===== src/rtl/uni_axil_bridge_if.sv =====
// Request port between the core's LSU/IFU master and the bus-side slave.
// One request is held on valid until the slave returns a one-cycle ready pulse.
interface uni_if #(
    parameter int ADDR_W = 32,
    parameter int DATA_W = 32
);
    logic              valid;
    logic              reqtyp;
    logic [ADDR_W-1:0] addr;
    logic [DATA_W-1:0] wdata;
    logic              cachable;
    logic [1:0]        size;
    logic              ready;
    logic [DATA_W-1:0] rdata;

    modport Master (output valid, reqtyp, addr, wdata, cachable, size, input ready, rdata);
    modport Slave  (input valid, reqtyp, addr, wdata, cachable, size, output ready, rdata);
endinterface


===== src/rtl/uni_axil_bridge.sv =====
// Converts one uni_if request at a time into a single AXI4-Lite master transaction.
// Misaligned requests are answered locally with bus_err and never reach the bus.
module uni_axil_bridge #(
    parameter int ADDR_W = 32,
    parameter int DATA_W = 32
) (
    input  logic              clk,
    input  logic              rst_n,
    uni_if.Slave              up,
    output logic              axi_awvalid,
    input  logic              axi_awready,
    output logic [ADDR_W-1:0] axi_awaddr,
    output logic              axi_wvalid,
    input  logic              axi_wready,
    output logic [DATA_W-1:0] axi_wdata,
    output logic [3:0]        axi_wstrb,
    input  logic              axi_bvalid,
    output logic              axi_bready,
    input  logic [1:0]        axi_bresp,
    output logic              axi_arvalid,
    input  logic              axi_arready,
    output logic [ADDR_W-1:0] axi_araddr,
    input  logic              axi_rvalid,
    output logic              axi_rready,
    input  logic [DATA_W-1:0] axi_rdata,
    input  logic [1:0]        axi_rresp,
    output logic              bus_err
);
    localparam logic [2:0] IDLE  = 3'd0;
    localparam logic [2:0] RD_A  = 3'd1;
    localparam logic [2:0] RD_R  = 3'd2;
    localparam logic [2:0] WR_AW = 3'd3;
    localparam logic [2:0] WR_B  = 3'd4;
    localparam logic [2:0] DONE  = 3'd5;

    logic [2:0]        state;
    logic [ADDR_W-1:0] addr_q;
    logic [DATA_W-1:0] wdata_q;
    logic [3:0]        wstrb_q;
    logic [DATA_W-1:0] rdata_q;
    logic [1:0]        resp_q;
    logic              misal_q;
    logic              ready_r;
    logic [DATA_W-1:0] rdata_r;

    logic              is_half;
    logic              is_word;
    logic              misal;
    logic [DATA_W-1:0] wdata_rep;
    logic [3:0]        wstrb_dec;
    logic              aw_left;
    logic              w_left;

    // Size 2'b11 is decoded as a word; narrow write data is replicated across all lanes.
    always_comb begin
        is_half = (up.size == 2'b01);
        is_word = up.size[1];
        misal   = (is_half && up.addr[0]) || (is_word && (up.addr[1:0] != 2'b00));
        if (is_word) begin
            wdata_rep = up.wdata;
            wstrb_dec = 4'hF;
        end else if (is_half) begin
            wdata_rep = {2{up.wdata[15:0]}};
            wstrb_dec = 4'b0011 << {up.addr[1], 1'b0};
        end else begin
            wdata_rep = {4{up.wdata[7:0]}};
            wstrb_dec = 4'b0001 << up.addr[1:0];
        end
    end

    assign aw_left = axi_awvalid && !axi_awready;
    assign w_left  = axi_wvalid && !axi_wready;

    assign axi_awaddr = addr_q;
    assign axi_araddr = addr_q;
    assign axi_wdata  = wdata_q;
    assign axi_wstrb  = wstrb_q;
    assign up.ready   = ready_r;
    assign up.rdata   = rdata_r;

    // The ready pulse lands while back in IDLE, so a still-held valid is ignored in that cycle.
    always_ff @(posedge clk or negedge rst_n) begin
        if (!rst_n) begin
            state       <= IDLE;
            addr_q      <= '0;
            wdata_q     <= '0;
            wstrb_q     <= '0;
            rdata_q     <= '0;
            resp_q      <= 2'b00;
            misal_q     <= 1'b0;
            ready_r     <= 1'b0;
            rdata_r     <= '0;
            bus_err     <= 1'b0;
            axi_awvalid <= 1'b0;
            axi_wvalid  <= 1'b0;
            axi_bready  <= 1'b0;
            axi_arvalid <= 1'b0;
            axi_rready  <= 1'b0;
        end else begin
            ready_r <= 1'b0;
            rdata_r <= '0;
            bus_err <= 1'b0;
            case (state)
                IDLE: begin
                    if (up.valid && !ready_r) begin
                        addr_q  <= up.addr;
                        wdata_q <= wdata_rep;
                        wstrb_q <= wstrb_dec;
                        misal_q <= misal;
                        resp_q  <= 2'b00;
                        rdata_q <= '0;
                        if (misal) begin
                            state <= DONE;
                        end else if (!up.reqtyp) begin
                            state       <= RD_A;
                            axi_arvalid <= 1'b1;
                        end else begin
                            state       <= WR_AW;
                            axi_awvalid <= 1'b1;
                            axi_wvalid  <= 1'b1;
                        end
                    end
                end
                RD_A: begin
                    if (axi_arready) begin
                        axi_arvalid <= 1'b0;
                        axi_rready  <= 1'b1;
                        state       <= RD_R;
                    end
                end
                RD_R: begin
                    if (axi_rvalid) begin
                        rdata_q    <= axi_rdata;
                        resp_q     <= axi_rresp;
                        axi_rready <= 1'b0;
                        state      <= DONE;
                    end
                end
                WR_AW: begin
                    if (axi_awready) axi_awvalid <= 1'b0;
                    if (axi_wready)  axi_wvalid  <= 1'b0;
                    if (!aw_left && !w_left) begin
                        axi_bready <= 1'b1;
                        state      <= WR_B;
                    end
                end
                WR_B: begin
                    if (axi_bvalid) begin
                        resp_q     <= axi_bresp;
                        axi_bready <= 1'b0;
                        state      <= DONE;
                    end
                end
                DONE: begin
                    ready_r <= 1'b1;
                    rdata_r <= rdata_q;
                    bus_err <= misal_q || (resp_q != 2'b00);
                    state   <= IDLE;
                end
                default: state <= IDLE;
            endcase
        end
    end
endmodule

===== src/flat_wrapper.sv =====
// flat-port wrapper written by rule: the top's interface ports become plain ports
module uni_axil_bridge_flat 
#(
    parameter int ADDR_W = 32,
    parameter int DATA_W = 32
)
  (clk, rst_n, axi_awvalid, axi_awready, axi_awaddr, axi_wvalid, axi_wready, axi_wdata, axi_wstrb, axi_bvalid, axi_bready, axi_bresp, axi_arvalid, axi_arready, axi_araddr, axi_rvalid, axi_rready, axi_rdata, axi_rresp, bus_err, up_valid, up_reqtyp, up_addr, up_wdata, up_cachable, up_size, up_ready, up_rdata);
  uni_if #(.ADDR_W(ADDR_W), .DATA_W(DATA_W)) up_i ();
  input  logic clk;
  input  logic rst_n;
  output logic axi_awvalid;
  input  logic axi_awready;
  output logic [ADDR_W-1:0] axi_awaddr;
  output logic axi_wvalid;
  input  logic axi_wready;
  output logic [DATA_W-1:0] axi_wdata;
  output logic [3:0] axi_wstrb;
  input  logic axi_bvalid;
  output logic axi_bready;
  input  logic [1:0] axi_bresp;
  output logic axi_arvalid;
  input  logic axi_arready;
  output logic [ADDR_W-1:0] axi_araddr;
  input  logic axi_rvalid;
  output logic axi_rready;
  input  logic [DATA_W-1:0] axi_rdata;
  input  logic [1:0] axi_rresp;
  output logic bus_err;
  input wire logic [$bits(up_i.valid)-1:0] up_valid;
  input wire logic [$bits(up_i.reqtyp)-1:0] up_reqtyp;
  input wire logic [$bits(up_i.addr)-1:0] up_addr;
  input wire logic [$bits(up_i.wdata)-1:0] up_wdata;
  input wire logic [$bits(up_i.cachable)-1:0] up_cachable;
  input wire logic [$bits(up_i.size)-1:0] up_size;
  output wire logic [$bits(up_i.ready)-1:0] up_ready;
  output wire logic [$bits(up_i.rdata)-1:0] up_rdata;
  assign up_i.valid = up_valid;
  assign up_i.reqtyp = up_reqtyp;
  assign up_i.addr = up_addr;
  assign up_i.wdata = up_wdata;
  assign up_i.cachable = up_cachable;
  assign up_i.size = up_size;
  assign up_ready = up_i.ready;
  assign up_rdata = up_i.rdata;
  uni_axil_bridge #(.ADDR_W(ADDR_W), .DATA_W(DATA_W)) u_core (.clk(clk), .rst_n(rst_n), .up(up_i), .axi_awvalid(axi_awvalid), .axi_awready(axi_awready), .axi_awaddr(axi_awaddr), .axi_wvalid(axi_wvalid), .axi_wready(axi_wready), .axi_wdata(axi_wdata), .axi_wstrb(axi_wstrb), .axi_bvalid(axi_bvalid), .axi_bready(axi_bready), .axi_bresp(axi_bresp), .axi_arvalid(axi_arvalid), .axi_arready(axi_arready), .axi_araddr(axi_araddr), .axi_rvalid(axi_rvalid), .axi_rready(axi_rready), .axi_rdata(axi_rdata), .axi_rresp(axi_rresp), .bus_err(bus_err));
endmodule

===== config.mk =====
export PLATFORM = sky130hd
export DESIGN_NAME = uni_axil_bridge_flat
export DESIGN_NICKNAME = d
export VERILOG_FILES = /design/src/rtl/uni_axil_bridge_if.sv /design/src/rtl/uni_axil_bridge.sv /design/src/flat_wrapper.sv
export SDC_FILE = /design/constraint.sdc
export NUM_CORES = 1
export LEC_CHECK = 0
export BUFFER_PORTS_ARGS = -buffer_cell sky130_fd_sc_hd__buf_2
export CAP_MARGIN = 30
export CORE_ASPECT_RATIO = 1.75
export CORE_MARGIN = 10
export CORE_UTILIZATION = 54
export CTS_BUF_LIST = sky130_fd_sc_hd__clkbuf_2 sky130_fd_sc_hd__clkbuf_4 sky130_fd_sc_hd__clkbuf_8
export DETAILED_ROUTE_END_ITERATION = 10
export GPL_ROUTABILITY_DRIVEN = 0
export PLACE_DENSITY = 0.88
export SLEW_MARGIN = 25
export SYNTH_ARGS = -nofsm -noshare
export SYNTH_HDL_FRONTEND = slang
export SYNTH_SLANG_ARGS = --single-unit

===== constraint.sdc =====
create_clock -name clk -period 3 [get_ports clk]
set_clock_uncertainty 0.2 [all_clocks]
set_input_delay 0 -clock clk [delete_from_list [all_inputs] [get_ports clk]]
set_output_delay 0 -clock clk [all_outputs]
set_load 0.02 [all_outputs]

==> results of run 1 <==
what timing repair did:
| item | in CTS | in global routing |
|---|---|---|
| endpoints found under the hold margin | 256 | 0 |
| hold buffers | 134 | 0 |
| resized for setup | 0 | 0 |
cells by family (layout without fill, tap and decap cells):
| group | after synthesis | after routing | share of synthesized area |
|---|---|---|---|
| flops | 145 | 145 | 0.587 |
| buf+inv | 74 | 423 | 0.0796 |
| mux | 27 | 27 | 0.0441 |
| other cells | 0 | 3 | 0 |
| simple gates | 283 | 283 | 0.198 |
| compound gates | 92 | 92 | 0.0907 |
layout make-up:
class,count,area (um^2),area share
clock buffer,19,255,0.0283
sequential,145,3630,0.403
inverter,2,7.51,0.000833
antenna,3,7.51,0.000833
tap,132,165,0.0183
clock inverter,12,180,0.0200
multi-input combinational,402,2070,0.229
timing repair buffer,390,2700,0.300
per-stage QoR:
step                      setup WS (ns)  area [um^2]  total power, W
after global routing              0.184         9010         0.00905
after floorplan                    1.17         6180         0.00555
after CTS                         0.436         8980         0.00836
after detailed placement          0.659         7190         0.00644
final                             0.383         9010         0.00860
after global placement            0.687         7190         0.00632
registers in the layout, indices dropped and copies added (netlist names):
name and cells:
u_core.up.ready 1, u_core.axi_bready 1, u_core.rdata_q 32, u_core.misal_q 1
u_core.axi_arvalid 1, u_core.state 3, u_core.axi_wstrb 4, u_core.axi_wvalid 1
u_core.axi_rready 1, u_core.axi_awvalid 1, u_core.axi_araddr 32, u_core.axi_wdata 32
u_core.up.rdata 32, u_core.resp_q 2, u_core.bus_err 1
path summary, 6_finish.rpt:
check / startpoint / endpoint / slack, ns / depth (start not counted)
worst max-delay path: u_core.state[0] / u_core.axi_awvalid / 0.38 / 4
worst min-delay path: up_addr[21] / u_core.axi_araddr[21] / 0.09 / 4
worst max register to register: u_core.state[0] / u_core.axi_awvalid / 0.38 / 4
worst min register to register: u_core.axi_wdata[3] / u_core.axi_wdata[3] / 0.28 / 2
max in group asynchronous: rst_n / u_core.axi_araddr[9] / 1.46 / 4
min in group asynchronous: rst_n / u_core.axi_wdata[27] / 0.43 / 3
layout by cell type, fill, tap and decap left out, drive strengths merged:
cell         instances
nor4                 2
nand2              214
a21oi               12
and3                32
and2                 3
mux2i               25
a311oi               1
nand2b               7
inv                  5
a22oi                1
nor2                17
bufinv               4
nor3                 1
or2                  1
o41ai                1
nand3                1
or4                  1
dlygate4sd3        133
nor3b                1
o21bai               1
clkbuf              19
clkinvlp             2
nor2b                3
a22o                 2
mux2                 2
diode                3
buf                257
clkinv               3
o31a                 1
a31oi               10
dfrtp              145
a211oi               1
o21ai               62
Yosys cell counts, types with 2 or more instances:
master | number | area (um^2)
inv_1 | 2 | 7.51
a21oi_1 | 12 | 60.1
nand2_1 | 214 | 803
nor2b_1 | 3 | 18.8
buf_2 | 9 | 45.0
o21ai_1 | 12 | 60.1
o21ai_0 | 35 | 175
a31oi_1 | 10 | 62.6
o21ai_2 | 15 | 131
nor2_1 | 16 | 60.1
mux2_2 | 2 | 22.5
clkbuf_1 | 20 | 75.1
and2_1 | 3 | 18.8
buf_4 | 33 | 248
nand2b_1 | 7 | 43.8
buf_6 | 9 | 101
dfrtp_1 | 145 | 3630
mux2i_1 | 25 | 250
a22o_1 | 2 | 17.5
and3_1 | 32 | 200
worst reg2reg max path, delay by kind of cell (launching register included):
family | cells | cell delay, ns
AND/OR/NAND/NOR | 1 | 0.80
buffers and inverters | 1 | 0.57
AO/OA/AOI/OAI | 2 | 0.37
flip-flops | 1 | 0.63
power by group through the flow:
stage / Combinational, W / Clock (W) / Sequential (W)
after global placement: 0.00323 / 0 / 0.00309
final: 0.00370 / 0.00171 / 0.00319
after CTS: 0.00353 / 0.00173 / 0.00310
after detailed placement: 0.00331 / 0 / 0.00314
after floorplan: 0.00192 / 0 / 0.00363
after global routing: 0.00399 / 0.00181 / 0.00325
routing by layer:
layer,global-route usage,vias to the layer above
li1,-,2679
met1,0.276,2879
met2,0.480,397
met3,0.0914,75
met4,0.140,0
met5,0,-
==> metrics.md, run 1 <==
| Metric | Value |
|---|---|
| Status | finished, final reports clean |
| CP Buf/Inv Count | 1 |
| WL per Instance | between 20 and 25 um |
| Clk_lat worst skew | roughly 0.43 ns |
| Final nets | around 1100 |
| Die area | 16300 um^2 |
| Hold Crit Class | in2reg |
| Hold slack | ~0.094 ns |
| Post-synth net total | ~730 |
| Fillers | between 500 and 600 |
| DR pass1 iterations | 7 |
| Met3 WL | roughly 2300 um |
| Share of total power in the clock network | 0.199 |
| Most common cell on crit path | a31oi_1 |
| Mapped Area | approximately 6200 um^2 |
| Top_reg_cell synth | dfrtp_1 |
| P_int | 0.00483 W |
| Setup violators final | 0 |
| CTS buffer count | 17 |
| Largest fanout on the critical path | 21 |
| Ys Warns | 0 |
| Worst path cell trace | nor4_4, a31oi_1, a31oi_1, dlygate4sd3_1 |
| Gate power share | 0.431 |
| Worst path top cell family by delay | simple AND/OR/NAND/NOR gates |
| Chip width | ~100 um |
| Routed vias/inst | 5.46 |
| H-tree depth | 4 |
| Setup Fix Bufs, Post-CTS | 0 |
| FFs w/ async S/R, synth | 1.00 |
| PortBufs | around 250 |
| Worst-Margin Slew | approximately 0.75 ns |
| Initial DRC count | 380 |
| Area growth from synthesis to layout | 45.9% |
| Final worst path period share | 0.872 |
| Setup TNS | 0 ns |
| Gr usage total | 0.274 |
| Non-Filler Instances | about 1100 |
| Initial antenna violation count | 2 |
| Final worst path period need | approximately 2.6 ns |
| Max Clk Rate | roughly 380 MHz |
| Initial Util | 0.553 |
| Util after Layout | 0.807 |
| Critical path capture point type | register |
| CTS sink cnt | around 150 |
| Synth Area per Inst | just under 10 um^2 |
| Worst setup SP type | register |
| PwrDens | 954 nW/um^2 |
| Routed WL | 23000 um |
| Slowest CP cell | nor4_4 |
| Peak VDD IR | 0.711 mV |
| Row cnt | 51 |
| CP peak stage delay | between 0.7 and 0.8 ns |
| Core box area | around 11000 um^2 |
| EDFF count, synth | 0 |
| Lkg Pwr | ~5 nW |
| Highest layer used for signal routing | met4 |
| CP arrival | 2.79 ns |
| Clk buf depth | 2 |
| Grt ovf | 0 |
| Syn Inst Count | 621 |
| DRC errors left | 0 |
| CTS tree | yes |
| Share of layout cells above drive strength 1 | 0.323 |
| Sw Ratio | 0.438 |
| Via count | around 6000 |
| Met1 WL | between 7000 and 8000 um |
| Critical path class | reg2reg |
| RSZ-0062 raised after global routing | no |
| # Max-Cap Violations | 0 |
| Largest net degree at the start of global routing | just over 90 |
| Synth Register Bits | approximately 150 |
| Hpwl dp | around 12000 um |
| Routed wl met2 | about 12000 um |
| Synth cell types | 35 |
| Clock slew at reported path FFs | ~0.080 ns |
| # placed instances | about 940 |
| Flop pwr share | 0.371 |
| Number of global-route vias before repair | about 6500 |
| Hold Vio Cnt, Final | 0 |
| # IOs | roughly 250 |
| Fin. max-slew vios | 0 |
| Antenna Nets Post-Route | 0 |
| First-pass GRT wire length | between 30000 and 40000 um |
| Slew headroom | 0.498 |
| Sw power | between 0.003 and 0.004 W |
| Die Y | 162 um |
| Root buffer cell | clkbuf_8 |
| Worst endpoint required time | between 3 and 4 ns |
| Seq/Total Area, Yosys | 0.587 |
No activity file was read; power rests on OpenSTA's default activity.
==> inputs of run 2 (changes only) <==
- CORE_MARGIN: 10 -> not set
- MAX_ROUTING_LAYER: not set -> met4
==> run 2 against run 1 <==
- maximum frequency up 1.5%
- utilization down 0.21 points
- clock power down 12%
- critical path depth up 1
- worst setup slack better by 0.040 ns
- first-iteration DRC count up 0.79%
- clock-buffer cell count down 1
==> metrics.md, run 2 (synthesis gave the netlist of run 1 again) <==
| Metric | Value |
|---|---|
| # placed instances | 940 |
| CP arrival | roughly 2.8 ns |
| Setup TNS | 0 ns |
| Die area | between 10000 and 15000 um^2 |
| PostCTS Resize Cnt | 0 |
| Flop pwr share | 0.377 |
| Slowest CP cell | nor4_4 |
| Hold Crit Class | in2reg |
| Share of total power in the clock network | 0.180 |
| Most common cell on crit path | a31oi_1 |
| Flop2flop setup slack | 0.42 ns |
| Antenna Nets Post-Route | 0 |
| CTS buffer count | 17 |
| Worst endpoint required time | between 3 and 4 ns |
| Number of global-route vias before repair | roughly 6300 |
| Worst hold start | up_addr[2] |
| Grt ovf | 0 |
| Final worst path period need | 2.58 ns |
| Routed WL | ~22000 um |
| Status | finished, final reports clean |
| DRC errors left | 0 |
| Hpwl dp | 10600 um |
| Row cnt | just over 50 |
| WL per Instance | ~20 um |
| Root buffer cell | clkbuf_8 |
| Fin. max-slew vios | 0 |
| Gate power share | 0.444 |
| Hold depth | 4 |
| Die Y | 144 um |
| Critical path capture point type | register |
| Core box area | between 10000 and 15000 um^2 |
| Clk buf depth | 2 |
| Peak VDD IR | 0.903 mV |
| Final nets | between 1000 and 1500 |
| Share of layout cells above drive strength 1 | 0.325 |
| # Max-Cap Violations | 0 |
| Power, Total | 0.00841 W |
| H-tree depth | 4 |
| Commonest non-fill, non-tap cells in the layout | buf_2, nand2_1, dfrtp_1 |
| Sw power | 0.00381 W |
| Worst-Margin Slew | roughly 0.83 ns |
| Worst Hold Path EP | u_core.axi_araddr[2] |
| P_int | ~0.0046 W |
| Slew headroom | 0.444 |
| R2r startpoint | u_core.state[0] |
| CP peak stage delay | 0.73 ns |
| Largest net degree at the start of global routing | 93 |
| Setup violators final | 0 |
| Most common cell after layout, fill and taps aside | buf_2 |
| Hold slack | between 0.08 and 0.09 ns |
| Number of cells on the worst reg-to-reg path | 5 |
| CTS sink cnt | around 150 |
| Worst R2R End | u_core.axi_awvalid |
| Worst path cell trace | buf_4, nor4_4, a31oi_1, a31oi_1, dlygate4sd3_1 |
| Worst setup SP type | register |
| Lkg Pwr | 4.85 nW |
| Via count | approximately 6200 |
| PwrDens | 940 nW/um^2 |
| Initial DRC count | about 380 |
| CTS tree | yes |
| DR pass1 iterations | 6 |
| Setup Fix Bufs, Post-CTS | 0 |
| Area growth from synthesis to layout | 44.7% |
| RSZ-0062 raised after global routing | no |
| Max Clk Rate | 388 MHz |
| Largest fanout on the critical path | 28 |
| Initial antenna violation count | 2 |
| Util after Layout | 0.805 |
| Clk_lat worst skew | roughly 0.45 ns |
| Sw Ratio | 0.454 |
| Non-Filler Instances | between 1000 and 1500 |
| Initial Util | 0.556 |
| Hold Vio Cnt, Final | 0 |
| First-pass GRT wire length | roughly 33000 um |
| Gr usage total | 0.374 |
| # IOs | approximately 250 |
| Clock slew at reported path FFs | 0.08 ns |
| Chip width | 82.9 um |
| PortBufs | 249 |
| Routed vias/inst | between 5 and 6 |
| Final worst path period share | 0.859 |
| Critical path class | reg2reg |
[run 2: repair_timing]
item	4_1_cts	5_1_grt
setup endpoints to repair	0	0
hold buffers	132	0
endpoints found under the hold margin	244	0
[run 2: power groups by stage]
stage / clock [W] / sequential (W) / combinational, W
after floorplan: 0 / 0.00363 / 0.00192
after global placement: 0 / 0.00306 / 0.00319
after detailed placement: 0 / 0.00311 / 0.00328
after CTS: 0.00150 / 0.00308 / 0.00348
after global routing: 0.00160 / 0.00323 / 0.00398
final: 0.00151 / 0.00317 / 0.00373
[run 2: worst max path at each step]
stage                          startpoint                   end  cells past startpoint
after global routing      u_core.state[1]    u_core.axi_awvalid                      4
after floorplan           u_core.up.ready  u_core.axi_wdata[10]                      6
after detailed placement  u_core.state[1]    u_core.rdata_q[27]                      4
after CTS                 u_core.state[0]    u_core.axi_awvalid                      5
after global placement    u_core.state[1]    u_core.rdata_q[28]                      4
final                     u_core.state[0]    u_core.axi_awvalid                      5
[run 2: critical path, delay by kind of cell (launching register included)]
| kind | cells | cell delay, ns |
|---|---|---|
| DFF | 1 | 0.38 |
| buffers and inverters | 2 | 0.81 |
| AOI/OAI and AO/OA | 2 | 0.39 |
| and+or+nand+nor | 1 | 0.73 |
[run 2: routing by layer]
layer	global-route usage	part of all wire	vias to the layer above	wire (um)
met5	-	0	-	0
met2	0.645	0.53	452	11400
li1	-	-	2684	-
met1	0.378	0.33	2911	7060
met3	0.0816	0.075	140	1610
met4	0.254	0.069	0	1500
[run 2: final cells by class]
cell class / count / area [um^2]
Clock buffer: 18 / 248
Clock inverter: 13 / 128
Fill cell: 620 / 2160
Inverter: 2 / 7.51
Tap cell: 132 / 165
Multi-Input combinational cell: 402 / 2070
Antenna cell: 2 / 5.00
Sequential cell: 145 / 3630
Timing Repair Buffer: 392 / 2690
[run 2: through the flow]
stage / instance area, um^2 / worst slack (ns)
CTS: 8910 / 0.492
detailed placement: 7210 / 0.673
global route: 8940 / 0.349
global placement: 7210 / 0.746
floorplan: 6180 / 1.17
finish: 8940 / 0.423
==> inputs of run 3 (changes only) <==
- BUFFER_PORTS_ARGS: -buffer_cell sky130_fd_sc_hd__buf_2 -> not set
- CORE_UTILIZATION: 54 -> 57
- DONT_BUFFER_PORTS: not set -> 1
- PLACE_DENSITY: 0.88 -> 0.77
==> run 3 against run 2 <==
- the flow now stops in clock tree synthesis (4_1_cts)
- area after synthesis unchanged
- synthesized cell count did not move
==> metrics.md, run 3 <==
| Metric | Value |
|---|---|
| Post-synth net total | between 700 and 800 |
| FFs w/ async S/R, synth | 1.00 |
| Cell taking the most area after synthesis | dfrtp_1 |
| Synth Register Bits | roughly 150 |
| Die Y | around 140 um |
| Top_reg_cell synth | dfrtp_1 |
| CTS sink cnt | 145 |
| EDFF count, synth | 0 |
| H-tree depth | 4 |
| Clk buf depth | 2 |
| Hold_buf cts | approximately 140 |
| Synth Area per Inst | 9.95 um^2 |
| Setup Fix Bufs, Post-CTS | 0 |
| Area after DPL | 5920 um^2 |
| Root buffer cell | clkbuf_8 |
| Halt Stage | clock tree synthesis (4_1_cts) |
| Status | stopped before the end |
| Synth cell types | 35 |
| # IOs | approximately 250 |
| Most frequent cell after synthesis | nand2_1 |
| Hpwl dp | approximately 9300 um |
| CTS buffer count | 17 |
| Ys Warns | 0 |
| Area contributors post-synth | dfrtp_1, nand2_1, mux2i_1 |
| Synth cell count leaders | nand2_1, dfrtp_1, o21ai_0 |
| Syn Inst Count | 621 |
| Error | [ERROR RSZ-0060] Max buffer count reached. |
| Row cnt | 50 |
| Share of the synthesized area in the top cell type | 0.587 |
| Mapped Area | 6180 um^2 |
| PortBufs | 0 |
| Initial Util | 0.581 |
| PostCTS Resize Cnt | 0 |
| Chip width | about 80 um |
| Seq/Total Area, Yosys | 0.587 |
run 3: cell counts after synthesis:
No cell type changed its count.
run 3: cell families after synthesis:
kind of cell | Yosys count | share of synthesized area
AOI/OAI and AO/OA | 92 | 0.0907
buffers and inverters | 74 | 0.0796
muxes | 27 | 0.0441
and+or+nand+nor | 283 | 0.198
DFF | 145 | 0.587
run 3: through the flow:
step | utilization | std cells | setup slack, ns | hold slack (ns)
detailed placement | 0.557 | 686 | 0.698 | -0.493
floorplan | - | 621 | 1.17 | -0.496
global placement | 0.557 | 686 | 0.748 | -0.493
==> inputs of run 4 (changes only) <==
- CORE_ASPECT_RATIO: 1.75 -> not set
- CORE_UTILIZATION: 57 -> 40
- CTS_BUF_LIST: sky130_fd_sc_hd__clkbuf_2 sky130_fd_sc_hd__clkbuf_4 sky130_fd_sc_hd__clkbuf_8 -> not set
- MAX_ROUTING_LAYER: met4 -> not set
- PLACE_DENSITY: 0.77 -> not set
- PLACE_DENSITY_LB_ADDON: not set -> 0.15
==> run 4 against run 3 <==
- the flow now finishes, with violations (hold timing)
==> metrics.md, run 4 (synthesis gave the netlist of run 1 again) <==
| Metric | Value |
|---|---|
| Flop2flop setup slack | 0.29 ns |
| Sw Ratio | 0.417 |
| Critical path class | reg2reg |
| CP Buf/Inv Count | 2 |
| Final worst path period share | 0.902 |
| Worst endpoint required time | 3.15 ns |
| RSZ-0062 raised after global routing | no |
| Clk buf depth | 2 |
| R2r startpoint | u_core.state[1] |
| Final worst path period need | ~2.7 ns |
| Largest fanout on the critical path | 40 |
| Setup violators final | 0 |
| P_int | roughly 0.0047 W |
| Non-Filler Instances | 911 |
| Fillers | about 1300 |
| Worst R2R End | u_core.resp_q[1] |
| Hpwl dp | approximately 9400 um |
| Number of cells on the worst reg-to-reg path | 5 |
| DRC errors left | 0 |
| Failing checks | hold timing |
| Clk_lat worst skew | a little over 0.4 ns |
| Row cnt | between 40 and 50 |
| Slowest CP cell | nor2b_1 |
| CP peak stage delay | about 0.6 ns |
| Hold_buf cts | roughly 130 |
| Final nets | about 800 |
| Worst path cell trace | buf_4, nor2b_1, a22o_1, dlygate4sd3_1, mux2_2 |
| Share of layout cells above drive strength 1 | 0.0913 |
| Worst setup SP type | register |
| Flop pwr share | 0.512 |
| Lkg Pwr | around 3.8 nW |
| Die Y | about 130 um |
| Gr usage total | 0.198 |
| Worst setup margin | ~0.29 ns |
| Critical path capture point type | register |
| WL per Instance | 16.9 um |
| Chip width | 126 um |
| H-tree depth | 4 |
| Worst path top cell family by delay | buffers and inverters |
| Root buffer cell | clkbuf_16 |
| Fin. max-slew vios | 0 |
| Die area | 15900 um^2 |
| Hold Vio Cnt, Final | between 100 and 150 |
| N_diodes | 0 |
| Peak VDD IR | between 0.4 and 0.5 mV |
| Sw power | about 0.0033 W |
| PostCTS Resize Cnt | 0 |
| Grt ovf | 0 |
| PortBufs | 0 |
| Most common cell after layout, fill and taps aside | nand2_1 |
| Gate power share | 0.231 |
| Max Clk Rate | about 370 MHz |
| Pre-CTS setup slack | a little over 0.7 ns |
| CTS tree | yes |
| Initial DRC count | 213 |
| Antenna Nets Post-Route | 0 |
| Routed vias/inst | a little over 5 |
| Commonest non-fill, non-tap cells in the layout | nand2_1, dfrtp_1, dlygate4sd3_1 |
| Area after DPL | around 6000 um^2 |
| Initial antenna violation count | 0 |
| CP arrival | roughly 2.9 ns |
| Setup Fix Bufs, Post-CTS | 0 |
| Initial Util | 0.408 |
| Share of total power in the clock network | 0.257 |
| Largest net degree at the start of global routing | around 150 |
| # Max-Cap Violations | 0 |
| Number of global-route vias before repair | between 4000 and 5000 |
| Post-route cell area | around 8000 um^2 |
| Hold slack | -0.915 ns |
| # IOs | roughly 250 |
| # placed instances | approximately 740 |
| First-pass GRT wire length | between 20000 and 25000 um |
| Worst-Margin Slew | between 0.6 and 0.7 ns |
| Core box area | between 15000 and 20000 um^2 |
| Clock slew at reported path FFs | roughly 0.060 ns |
| Slew headroom | 0.543 |
| Status | complete, but fails checks |
| Via count | approximately 4600 |
| PwrDens | between 1000 and 1500 nW/um^2 |
| Routed WL | 15400 um |
| CTS sink cnt | roughly 150 |
| Area growth from synthesis to layout | 28.9% |
| CTS buffer count | 17 |
| Setup TNS | 0 ns |
| Hold Crit Class | in2async |
| DR pass1 iterations | 5 |
## run 4: routing by layer
metal | GRT usage | vias up | part of all wire
met1 | 0.232 | 2221 | 0.42
met5 | 0 | - | 0
met4 | 0.0907 | 0 | 0.029
met3 | 0.0658 | 36 | 0.076
li1 | - | 2178 | -
met2 | 0.331 | 191 | 0.48
## run 4: per-stage QoR
step	util	power (W)
final	0.526	0.00798
after global placement	0.396	0.00558
after floorplan	-	0.00555
after global routing	0.526	0.00847
after detailed placement	0.396	0.00567
after CTS	0.523	0.00799
## run 4: worst register-to-register path, stage by stage (launching register included)
cell and delay (ns):
dfrtp_1 0.50, buf_4 0.45, nor2b_1 0.59, a22o_1 0.23, dlygate4sd3_1 0.54, mux2_2 0.14
## run 4: cell type report
cell class              instances  area (um^2)  share of cell area
multi-input cells             402         2070               0.260
clock inverters                10          100              0.0126
flip-flops and latches        145         3630               0.456
repair buffers                142         1440               0.181
inverters                       2         7.51            0.000943
well taps                     188          235              0.0295
clock buffers                  22          484              0.0608
## run 4: power groups by stage
stage | Clock [W] | Sequential (W) | Combinational, W
2_1_floorplan | 0 | 0.00363 | 0.00192
3_3_place_gp | 0 | 0.00410 | 0.00148
3_5_place_dp | 0 | 0.00412 | 0.00156
4_1_cts | 0.00211 | 0.00409 | 0.00179
5_1_grt | 0.00219 | 0.00418 | 0.00210
6_report | 0.00206 | 0.00409 | 0.00184
## run 4: how the worst max path moves through the flow
stage	from	to	cells past startpoint
2_1_floorplan	u_core.up.ready	u_core.axi_wdata[10]	6
3_3_place_gp	u_core.up.ready	u_core.axi_wdata[20]	4
3_5_place_dp	u_core.up.ready	u_core.axi_wdata[27]	4
4_1_cts	u_core.state[1]	u_core.resp_q[1]	5
5_1_grt	u_core.state[1]	u_core.resp_q[0]	5
6_report	u_core.state[1]	u_core.resp_q[1]	5
